--- config.mk ---
export PLATFORM = sky130hd
export DESIGN_NAME = fire_ex3_sched_flat
export DESIGN_NICKNAME = d
export VERILOG_FILES = /design/src/rtl/fire_ex3_sched_if.sv /design/src/rtl/fire_ex3_sched.sv /design/src/flat_wrapper.sv
export SDC_FILE = /design/constraint.sdc
export NUM_CORES = 1
export LEC_CHECK = 0
export CAP_MARGIN = 30
export CORE_UTILIZATION = 41
export CTS_CLUSTER_DIAMETER = 40
export DETAILED_ROUTE_END_ITERATION = 16
export SYNTH_ARGS = -nofsm -noshare
export SYNTH_HDL_FRONTEND = slang
export SYNTH_SLANG_ARGS = --single-unit
--- constraint.sdc ---
create_clock -name clk -period 8.45 [get_ports clk]
set_input_delay 1.69 -clock clk [delete_from_list [all_inputs] [get_ports clk]]
set_output_delay 1.69 -clock clk [all_outputs]
set_load 0.02 [all_outputs]
--- src/rtl/fire_ex3_sched_if.sv ---
// Handshake/bus bundle between the layer controller and the expand-3x3 sequencer.
// Optional stall_cnt member exists only when FIRE_EX3_SCHED_PERF_EN is defined.
interface fire_ex3_sched_if #(
  parameter int W_IN       = 32,
  parameter int CHIN       = 32,
  parameter int KERNEL_DIM = 3
);
  localparam int AW = $clog2(W_IN*W_IN*CHIN);
  localparam int WW = $clog2(KERNEL_DIM*KERNEL_DIM*CHIN);
  localparam int XW = (W_IN > 1) ? $clog2(W_IN) : 1;

  logic          start;
  logic          stall;
  logic [AW-1:0] ifm_addr;
  logic          pad_zero;
  logic [WW-1:0] w_addr;
  logic          mac_en;
  logic          mac_clr;
  logic          mac_last;
  logic          ofm_valid;
  logic [XW-1:0] ofm_x;
  logic [XW-1:0] ofm_y;
  logic          busy;
  logic          done;
`ifdef FIRE_EX3_SCHED_PERF_EN
  logic [31:0]   stall_cnt;
`endif

  modport master (
    output start, stall,
    input  ifm_addr, pad_zero, w_addr, mac_en, mac_clr, mac_last,
           ofm_valid, ofm_x, ofm_y, busy, done
`ifdef FIRE_EX3_SCHED_PERF_EN
    , input stall_cnt
`endif
  );

  modport slave (
    input  start, stall,
    output ifm_addr, pad_zero, w_addr, mac_en, mac_clr, mac_last,
           ofm_valid, ofm_x, ofm_y, busy, done
`ifdef FIRE_EX3_SCHED_PERF_EN
    , output stall_cnt
`endif
  );
endinterface

--- src/rtl/fire_ex3_sched.sv ---
// Stall-aware sequencer for a fire-module expand-3x3 MAC array (c, kx, ky, ox, oy order).
// Define FIRE_EX3_SCHED_PERF_EN to add the saturating stall_cnt performance counter.
module fire_ex3_sched #(
  parameter int W_IN       = 32,
  parameter int CHIN       = 32,
  parameter int KERNEL_DIM = 3,
  parameter int PAD        = 1,
  parameter int MEM_LAT    = 1,
  parameter int MAC_LAT    = 1
) (
  input  logic           clk,
  input  logic           rst,
  fire_ex3_sched_if.slave sif
);
  localparam int AW = $clog2(W_IN*W_IN*CHIN);
  localparam int WW = $clog2(KERNEL_DIM*KERNEL_DIM*CHIN);
  localparam int XW = (W_IN > 1) ? $clog2(W_IN) : 1;
  localparam int KW = (KERNEL_DIM > 1) ? $clog2(KERNEL_DIM) : 1;
  localparam int CW = (CHIN > 1) ? $clog2(CHIN) : 1;
  localparam int L  = MEM_LAT + MAC_LAT;

  typedef enum logic [1:0] {IDLE, RUN, DRAIN, DONE} state_t;

  state_t        state;
  logic [CW-1:0] c;
  logic [KW-1:0] kx, ky;
  logic [XW-1:0] ox, oy;
  logic [AW-1:0] ifm_addr;
  logic [WW-1:0] w_addr;
  logic          busy, done;

  logic [MEM_LAT:0]       vld_pipe, clr_pipe, pad_pipe;
  logic [L:0]             last_pipe;
  logic [L:0][XW-1:0]     x_pipe, y_pipe;

  logic          last_c, last_kx, last_ky, last_ox, last_oy;
  logic          win_first, win_last, issue, pending, in_bounds;
  int            iy, ix;
  logic [AW-1:0] ifm_addr_nxt;
  logic [WW-1:0] w_addr_nxt;

  assign last_c    = (c  == CW'(CHIN-1));
  assign last_kx   = (kx == KW'(KERNEL_DIM-1));
  assign last_ky   = (ky == KW'(KERNEL_DIM-1));
  assign last_ox   = (ox == XW'(W_IN-1));
  assign last_oy   = (oy == XW'(W_IN-1));
  assign win_first = (c == '0) && (kx == '0) && (ky == '0);
  assign win_last  = last_c && last_kx && last_ky;
  assign issue     = (state == RUN) && !sif.stall;
  // Strobes still in flight; the final ofm_valid stage itself does not hold DRAIN.
  assign pending   = |last_pipe[L-1:0];

  // Signed window coordinates so a negative row/column can never alias into the image.
  always_comb begin
    iy           = int'(oy) + int'(ky) - PAD;
    ix           = int'(ox) + int'(kx) - PAD;
    in_bounds    = (iy >= 0) && (iy < W_IN) && (ix >= 0) && (ix < W_IN);
    w_addr_nxt   = WW'((int'(ky)*KERNEL_DIM + int'(kx))*CHIN + int'(c));
    ifm_addr_nxt = '0;
    if (in_bounds) ifm_addr_nxt = AW'((iy*W_IN + ix)*CHIN + int'(c));
  end

  always_ff @(posedge clk or posedge rst) begin
    if (rst) begin
      state    <= IDLE;
      c        <= '0;
      kx       <= '0;
      ky       <= '0;
      ox       <= '0;
      oy       <= '0;
      ifm_addr <= '0;
      w_addr   <= '0;
      busy     <= 1'b0;
      done     <= 1'b0;
    end else begin
      done <= 1'b0;
      case (state)
        IDLE: begin
          if (sif.start) begin
            state <= RUN;
            busy  <= 1'b1;
            c     <= '0;
            kx    <= '0;
            ky    <= '0;
            ox    <= '0;
            oy    <= '0;
          end
        end
        RUN: begin
          if (!sif.stall) begin
            ifm_addr <= ifm_addr_nxt;
            w_addr   <= w_addr_nxt;
            if (!last_c) c <= c + 1'b1;
            else begin
              c <= '0;
              if (!last_kx) kx <= kx + 1'b1;
              else begin
                kx <= '0;
                if (!last_ky) ky <= ky + 1'b1;
                else begin
                  ky <= '0;
                  if (!last_ox) ox <= ox + 1'b1;
                  else begin
                    ox <= '0;
                    if (!last_oy) oy <= oy + 1'b1;
                    else begin
                      oy    <= '0;
                      state <= DRAIN;
                    end
                  end
                end
              end
            end
          end
        end
        DRAIN: begin
          if (!pending) begin
            state <= DONE;
            busy  <= 1'b0;
            done  <= 1'b1;
          end
        end
        DONE:    state <= IDLE;
        default: state <= IDLE;
      endcase
    end
  end

  // Stage 0 is the issue cycle; mac controls tap MEM_LAT, ofm strobe taps MEM_LAT+MAC_LAT.
  always_ff @(posedge clk or posedge rst) begin
    if (rst) begin
      vld_pipe  <= '0;
      clr_pipe  <= '0;
      pad_pipe  <= '0;
      last_pipe <= '0;
      x_pipe    <= '0;
      y_pipe    <= '0;
    end else begin
      vld_pipe  <= {vld_pipe[MEM_LAT-1:0], issue};
      clr_pipe  <= {clr_pipe[MEM_LAT-1:0], issue && win_first};
      pad_pipe  <= {pad_pipe[MEM_LAT-1:0], issue ? !in_bounds : pad_pipe[0]};
      last_pipe <= {last_pipe[L-1:0], issue && win_last};
      x_pipe    <= {x_pipe[L-1:0], ox};
      y_pipe    <= {y_pipe[L-1:0], oy};
    end
  end

  assign sif.ifm_addr  = ifm_addr;
  assign sif.w_addr    = w_addr;
  assign sif.pad_zero  = pad_pipe[MEM_LAT];
  assign sif.mac_en    = vld_pipe[MEM_LAT];
  assign sif.mac_clr   = clr_pipe[MEM_LAT];
  assign sif.mac_last  = last_pipe[MEM_LAT];
  assign sif.ofm_valid = last_pipe[L];
  assign sif.ofm_x     = x_pipe[L];
  assign sif.ofm_y     = y_pipe[L];
  assign sif.busy      = busy;
  assign sif.done      = done;

`ifdef FIRE_EX3_SCHED_PERF_EN
  logic [31:0] stall_cnt;

  always_ff @(posedge clk or posedge rst) begin
    if (rst)                                         stall_cnt <= '0;
    else if (state == IDLE && sif.start)             stall_cnt <= '0;
    else if (state == RUN && sif.stall && stall_cnt != '1) stall_cnt <= stall_cnt + 1'b1;
  end

  assign sif.stall_cnt = stall_cnt;
`endif

endmodule
--- src/flat_wrapper.sv ---
// flat-port wrapper written by rule: the top's interface ports become plain ports
module fire_ex3_sched_flat 
#(
  parameter int W_IN       = 32,
  parameter int CHIN       = 32,
  parameter int KERNEL_DIM = 3,
  parameter int PAD        = 1,
  parameter int MEM_LAT    = 1,
  parameter int MAC_LAT    = 1
)
  (clk, rst, sif_start, sif_stall, sif_ifm_addr, sif_pad_zero, sif_w_addr, sif_mac_en, sif_mac_clr, sif_mac_last, sif_ofm_valid, sif_ofm_x, sif_ofm_y, sif_busy, sif_done);
  fire_ex3_sched_if #(.W_IN(W_IN), .CHIN(CHIN), .KERNEL_DIM(KERNEL_DIM)) sif_i ();
  input  logic clk;
  input  logic rst;
  input wire logic [$bits(sif_i.start)-1:0] sif_start;
  input wire logic [$bits(sif_i.stall)-1:0] sif_stall;
  output wire logic [$bits(sif_i.ifm_addr)-1:0] sif_ifm_addr;
  output wire logic [$bits(sif_i.pad_zero)-1:0] sif_pad_zero;
  output wire logic [$bits(sif_i.w_addr)-1:0] sif_w_addr;
  output wire logic [$bits(sif_i.mac_en)-1:0] sif_mac_en;
  output wire logic [$bits(sif_i.mac_clr)-1:0] sif_mac_clr;
  output wire logic [$bits(sif_i.mac_last)-1:0] sif_mac_last;
  output wire logic [$bits(sif_i.ofm_valid)-1:0] sif_ofm_valid;
  output wire logic [$bits(sif_i.ofm_x)-1:0] sif_ofm_x;
  output wire logic [$bits(sif_i.ofm_y)-1:0] sif_ofm_y;
  output wire logic [$bits(sif_i.busy)-1:0] sif_busy;
  output wire logic [$bits(sif_i.done)-1:0] sif_done;
  assign sif_i.start = sif_start;
  assign sif_i.stall = sif_stall;
  assign sif_ifm_addr = sif_i.ifm_addr;
  assign sif_pad_zero = sif_i.pad_zero;
  assign sif_w_addr = sif_i.w_addr;
  assign sif_mac_en = sif_i.mac_en;
  assign sif_mac_clr = sif_i.mac_clr;
  assign sif_mac_last = sif_i.mac_last;
  assign sif_ofm_valid = sif_i.ofm_valid;
  assign sif_ofm_x = sif_i.ofm_x;
  assign sif_ofm_y = sif_i.ofm_y;
  assign sif_busy = sif_i.busy;
  assign sif_done = sif_i.done;
  fire_ex3_sched #(.W_IN(W_IN), .CHIN(CHIN), .KERNEL_DIM(KERNEL_DIM), .PAD(PAD), .MEM_LAT(MEM_LAT), .MAC_LAT(MAC_LAT)) u_core (.clk(clk), .rst(rst), .sif(sif_i));
endmodule
# Word level (Yosys, flattened, before mapping)
# Index checks and enable logic that the tools add are counted.
[op_classes]
addsub = 13
mul = 1
n_lt_le_gt_ge = 4
n_eq_ne = 16
mux = 42
bitwise = 1
n_reduce_logical = 27
[ops]
columns = ["operator", "n"]
rows = [
  ["5-bit 2-to-1 mux", 14],
  ["32-bit by 1-bit >= comparator with 1-bit output (second input constant)", 2],
  ["32-bit by 7-bit < comparator with 1-bit output (second input constant)", 2],
  ["2-bit 2-to-1 mux", 16],
  ["5-bit one-hot mux with 2 select lines", 3],
  ["15-bit by 6-bit adder with 15-bit output", 1],
  ["5-bit by 1-bit adder with 5-bit output (second input constant)", 3],
  ["5-bit == test (second input constant)", 3],
  ["15-bit 2-to-1 mux", 1],
  ["6-bit by 1-bit subtractor with 7-bit output (second input constant)", 2],
  ["5-bit by 2-bit adder with 6-bit output", 2],
  ["10-bit adder", 1],
  ["1-bit logical AND", 10],
  ["2-bit by 1-bit inequality test with 1-bit output (second input constant)", 5],
  ["9-bit by 6-bit adder with 9-bit output", 1],
  ["2-bit == test (second input constant)", 4],
  ["2-bit one-hot mux with 2 select lines", 2],
  ["2-bit one-hot mux with 4 select lines", 1],
  ["8-bit AND reduction", 1],
  ["7-bit AND reduction", 1],
  ["2-bit logical NOT", 3],
  ["2-bit inequality test (second input constant)", 3],
  ["3-bit AND reduction", 2],
  ["6-bit AND reduction", 1],
  ["other kinds (14)", 20],
]
[totals]
regBits = 86
input_bits = 4
output_inout_bits = 41
elab_cells = 125

# Longest topological paths before layout
[logic_depth]
word_depth = 8
ltp_mapped = 17
mapped_depth_nobuf = 17

# Worst setup path after synthesis
# Ideal clock, no wire load.
[synth_path]
kind = "register to register"
startpoint = "reg u_core.kx[1]"
endpoint = "reg u_core.ifm_addr[14], in the netlist u_core.sif.ifm_addr[14]"
setup_ns = 0.096
t_arrival_ns = 2.906
required_time_ns = 8.354
slack_ns = 5.448
stages_incl_launch_ff = 18
path_buffers = 0
synth_period_minus_slack_ns = 3.002
cell_sequence = "dfrtp_1 -> inv_1 -> ha_1 -> inv_1 -> ha_1 -> inv_1 -> fa_1 -> nand2b_1 -> a21oi_1 -> xnor2_1 -> inv_1 -> ha_1 -> ha_1 -> nor2b_1 -> o21ai_0 -> a22oi_1 -> xnor2_1 -> o31ai_1"
[synth_between]
elab_chain_len = 6
elab_cells_between_ends = 9
classes_between = "add/sub: 4; order compare: 2; mux: 1; reduce/logical: 2"
[synth_rtl]
columns = ["element", "line", "source"]
rows = [
  ["start: declaration", "fire_ex3_sched.sv:26", "logic [KW-1:0] kx, ky;"],
  ["start signal: assignment", "fire_ex3_sched.sv:96", "if (!last_kx) kx <= kx + 1'b1;"],
  ["5-bit by 2-bit adder with 6-bit output (*)", "fire_ex3_sched.sv:56", "ix = int'(ox) + int'(kx) - PAD;"],
  ["6-bit by 1-bit subtractor with 7-bit output (*)", "fire_ex3_sched.sv:56", ""],
  ["branches (longest 3 deep; another with 15-bit by 6-bit adder with 15-bit output)", "n/a", ""],
  ["15-bit 2-to-1 mux (*)", "fire_ex3_sched.sv:60", "if (in_bounds) ifm_addr_nxt = AW'((iy*W_IN + ix)*CHIN + int'(c));"],
  ["end signal: assignment", "fire_ex3_sched.sv:91", "ifm_addr <= ifm_addr_nxt;"],
  ["end: declaration", "fire_ex3_sched.sv:28", "logic [AW-1:0] ifm_addr;"],
]
# Mark *: on every way between the ends.
# A chain may end at the register's enable or synchronous reset.

# Worst setup path in the final report
[layout_path]
startpoint = "in sif_stall"
endpoint = "reg u_core.oy[3]"
[layout_between]
elab_chain_len = 2
[layout_rtl]
columns = ["element", "line", "source"]
rows = [
  ["start: declaration", "flat_wrapper.sv:16", "input wire logic [$bits(sif_i.stall)-1:0] sif_stall;"],
  ["2-bit inequality test (no source line)", "n/a", ""],
  ["7-bit AND reduction (no source line)", "n/a", ""],
  ["end signal: assignment", "fire_ex3_sched.sv:105", "if (!last_oy) oy <= oy + 1'b1;"],
  ["end: declaration", "fire_ex3_sched.sv:27", "logic [XW-1:0] ox, oy;"],
]
# No other way between the ends.

==> reports/results.md <==
* **run status** finished, final reports clean
* **Layout Skew** 0.01176 ns
* **net total in the final layout** 446
* **minimum setup slack after placement** 4.689 ns
* **achievable frequency** 0.2921 GHz
* **Max Root-Sink Buffers** 2
* **share of flip-flops with an asynchronous set or reset after synthesis** 100.0%
* **antenna diode count** 0
* **die width** 100.3 µm
* **routed via count** 2532
* **Max-Cap Viols** 0
* **Final Setup Violations** 0
* **setup repair bufs after CTS** 0
* **worst endpoint required time** 8.73 ns
* **initial core utilization** 42.68%
* **number of buffers added on ports** 44
* **vias in the first global route** 2579
* **drt wl/cell** 13.45 µm
* **category of the most critical setup path** input pin to flip-flop
* **global router's overall resource usage** 15.95%
* **routed via count divided by cell count** 4.724
* **Worst Path Arrival** 3.70 ns
* **final-report hold violation count** 0
* **global-route wire length before repair** 12.38 mm
* **switching power summed over all nets** 0.2662 mW
* **remaining global-route overflow** 0
* **hold path startpoint** u_core.y_pipe[9]
* **Synth Register Bits** 86
* **summed instance area of the synthesized netlist** 3963 µm²
* **number of cells in the finished layout apart from fillers** 536
* **quantity of gates resized following cts** 0
* **total clock buffers created by CTS** 9
* **switching share of power** 28.69%
* **Post-synth EDFFs** 0
* **critical-path cell with the highest stage delay** sky130_fd_sc_hd__a211oi_4
* **worst vdd rail ir drop** 85.15 µV
* **die height** 100.3 µm
* **commonest cells after routing, fill and taps aside** 86 x sky130_fd_sc_hd__dfrtp_1, 57 x sky130_fd_sc_hd__nand2_1, 44 x sky130_fd_sc_hd__clkdlybuf4s50_1, 36 x sky130_fd_sc_hd__ha_1, 35 x sky130_fd_sc_hd__inv_1
* **Cells after Synth** 364
* **# clock sinks** 86
* **placed instance count** 520
* **actual slew at the worst max-slew pin** 0.7241 ns
* **count of pins over their slew limit** 0
* **clock-pin slew of the registers on the worst-case setup and hold paths** 0.08 ns
* **Hold EP** u_core.sif.ofm_y[4]
* **antenna-violating nets left** 0
* **source-to-sink clock delay at the later pin of the worst-skew pair** 0.35 ns
* **IO Count** 45
* **Yosys warning total** 0
* **net count of the mapped netlist** 408
* **first-pass iteration count of the detailed router** 4
* **Gate power share** 16.0%
* **sequence of cells on the critical path** clkdlybuf4s50_1, nand2b_4, a211oi_4, nand2_4, or3_1, a21oi_1
* **critical path launch point type** input pin
* **commonest non-fill, non-tap cell in the layout** sky130_fd_sc_hd__dfrtp_1
* **number of cell rows** 35
* **fillcell total** 852
* **time the worst path needs with I/O delays and setup** 3.423 ns
* **antenna violations before repair** 0
* **Root Buffer** sky130_fd_sc_hd__clkbuf_8
* **Bufs and invs on worst path** 1
* **end of the worst register-to-register path** u_core.sif.ifm_addr[14]
* **placeable core area** 9284 µm²
* **path category of the worst min-delay check** flip-flop to flip-flop
* **relative slew slack** 51.73%
* **slack of the worst reg-to-reg path** 5.08 ns
* **Pwr Density** 198.5 nW/µm²
* **setup repair after global routing missed its margin** no
* **leakage power of the design** 2.267 nW
* **DRC** 0
* **Reg power frac** 51.9%
* **launch instance of the worst register-to-register path** u_core.kx[1]
* **critical-path maximum fanout** 15
* **Min-Delay Path Depth** 0
* **Final Cycle Share** 40.51%
* **Worst path max stage delay** 0.56 ns
* **setup TNS** 0 ns
* **total die area** 10060 µm²
* **hold buffer count at CTS** 0
* **Internal Dissipation** 0.6617 mW
* **pin count of the biggest net entering global routing** 60
* **Top FF cell, synth** sky130_fd_sc_hd__dfrtp_1
* **layout-stage area growth over the synthesis result** 17.93%
* **Iter 0 DRT Violations** 81
* **clock tree from TritonCTS** yes
* **sequential element share of the synthesized area** 54.31%
* **Crit. End Element** flip-flop
* **maximum level of the CTS H-tree** 3
* **average size of a mapped cell** 10.89 µm²
* **total wirelength of the detailed-routed design** 7.207 mm
* **placer congestion estimate** 0.8001
* **clock share of power** 32.2%
* **number of library cell types mapped by synthesis** 42
* **Register-to-Register Path Depth** 17
* **Worst path top cell family by delay** simple AND/OR/NAND/NOR gates
* **fraction of final layout cells sized beyond drive strength 1** 6.143%
* **half-perimeter wire length after detailed placement** 5.223 mm
* **min setup slack post-route** 5.027 ns
## synth_stat cells, types with 4 or more instances
| master | instances | area share, % |
|---|---|---|
| sky130_fd_sc_hd__o21ai_0 | 26 | 3.3 |
| sky130_fd_sc_hd__nor2b_1 | 4 | 0.63 |
| sky130_fd_sc_hd__nor2_1 | 13 | 1.2 |
| sky130_fd_sc_hd__clkbuf_1 | 7 | 0.66 |
| sky130_fd_sc_hd__ha_1 | 36 | 11 |
| sky130_fd_sc_hd__dfrtp_1 | 86 | 54 |
| sky130_fd_sc_hd__xnor2_1 | 9 | 2.0 |
| sky130_fd_sc_hd__inv_1 | 36 | 3.4 |
| sky130_fd_sc_hd__nand2_1 | 57 | 5.4 |
| sky130_fd_sc_hd__nand4_1 | 4 | 0.63 |
| sky130_fd_sc_hd__o31ai_1 | 8 | 1.5 |
| sky130_fd_sc_hd__xor2_1 | 4 | 0.88 |
| sky130_fd_sc_hd__nand3_1 | 5 | 0.63 |
| sky130_fd_sc_hd__fa_1 | 4 | 2.0 |
| sky130_fd_sc_hd__buf_4 | 11 | 2.1 |
| sky130_fd_sc_hd__a21oi_1 | 12 | 1.5 |
## per-layer routing
layer	up-vias	wire, µm	GRT usage (%)
met3	9	207	2.994
met2	54	3181	24.87
met1	1194	3697	22.02
li1	1275	-	-
met4	0	121	6.355
met5	-	0	0
## state kept, by name, indices dropped and copies added (netlist names)
name                 cells
u_core.sif.ifm_addr     15
u_core.x_pipe           10
u_core.y_pipe           10
u_core.sif.w_addr        9
u_core.c                 5
u_core.ox                5
u_core.oy                5
u_core.sif.ofm_x         5
u_core.sif.ofm_y         5
u_core.last_pipe         3
u_core.clr_pipe          2
u_core.kx                2
u_core.ky                2
u_core.pad_pipe          2
u_core.state             2
u_core.vld_pipe          2
u_core.sif.busy          1
u_core.sif.done          1
## power by group through the flow
| stage | logic (mW) | clock network [mW] | registers (mW) |
|---|---|---|---|
| global placement | 0.147 | 0 | 0.488 |
| detailed placement | 0.149 | 0 | 0.489 |
| floorplan | 0.0561 | 0 | 0.507 |
| finish | 0.148 | 0.299 | 0.481 |
| CTS | 0.150 | 0.306 | 0.481 |
| global route | 0.165 | 0.321 | 0.486 |
## stage by stage
stage          hold WS (ns)  power [mW]  instance area [µm²]  util, %
6_report             0.3532      0.9279                 4673    50.34
5_1_grt              0.3613      0.9722                 4673    50.34
4_1_cts              0.3541      0.9367                 4673    50.34
3_5_place_dp         0.3347      0.6385                 4467    48.11
3_3_place_gp         0.3321      0.6344                 4467    48.11
2_1_floorplan        0.3312      0.5628                 3963        -
## kinds of logic (layout without fill, tap and decap cells)
| group | Yosys count | count (layout) | synth area share [%] |
|---|---|---|---|
| AOI/OAI and AO/OA | 60 | 60 | 9.378 |
| buffers and inverters | 56 | 99 | 6.378 |
| and+or+nand+nor | 105 | 105 | 12.60 |
| DFF | 86 | 86 | 54.31 |
| xor gates and xnor gates | 13 | 13 | 2.873 |
| muxes | 4 | 4 | 1.074 |
| adders and majority gates | 40 | 40 | 13.39 |
## worst max-delay path by stage
stage,endpoint,depth (start not counted),from,slack [ns]
2_1_floorplan,u_core.c[0],1,rst,4.54
3_3_place_gp,u_core.oy[3],6,sif_stall,4.73
3_5_place_dp,u_core.oy[3],6,sif_stall,4.69
4_1_cts,u_core.sif.ifm_addr[14],17,u_core.kx[1],5.03
5_1_grt,u_core.sif.ifm_addr[14],17,u_core.kx[1],4.83
6_report,u_core.oy[3],6,sif_stall,5.03
## layout make-up
type | instances | area, µm² | share of cell area, %
multi-input cells | 222 | 1558 | 33.33
repair buffers | 46 | 455.4 | 9.746
clock inverters | 6 | 68.82 | 1.473
flip-flops and latches | 86 | 2152 | 46.05
clock buffers | 10 | 137.6 | 2.945
inverters | 37 | 140.1 | 2.999
well taps | 129 | 161.4 | 3.454
No activity file was read; power rests on OpenSTA's default activity.
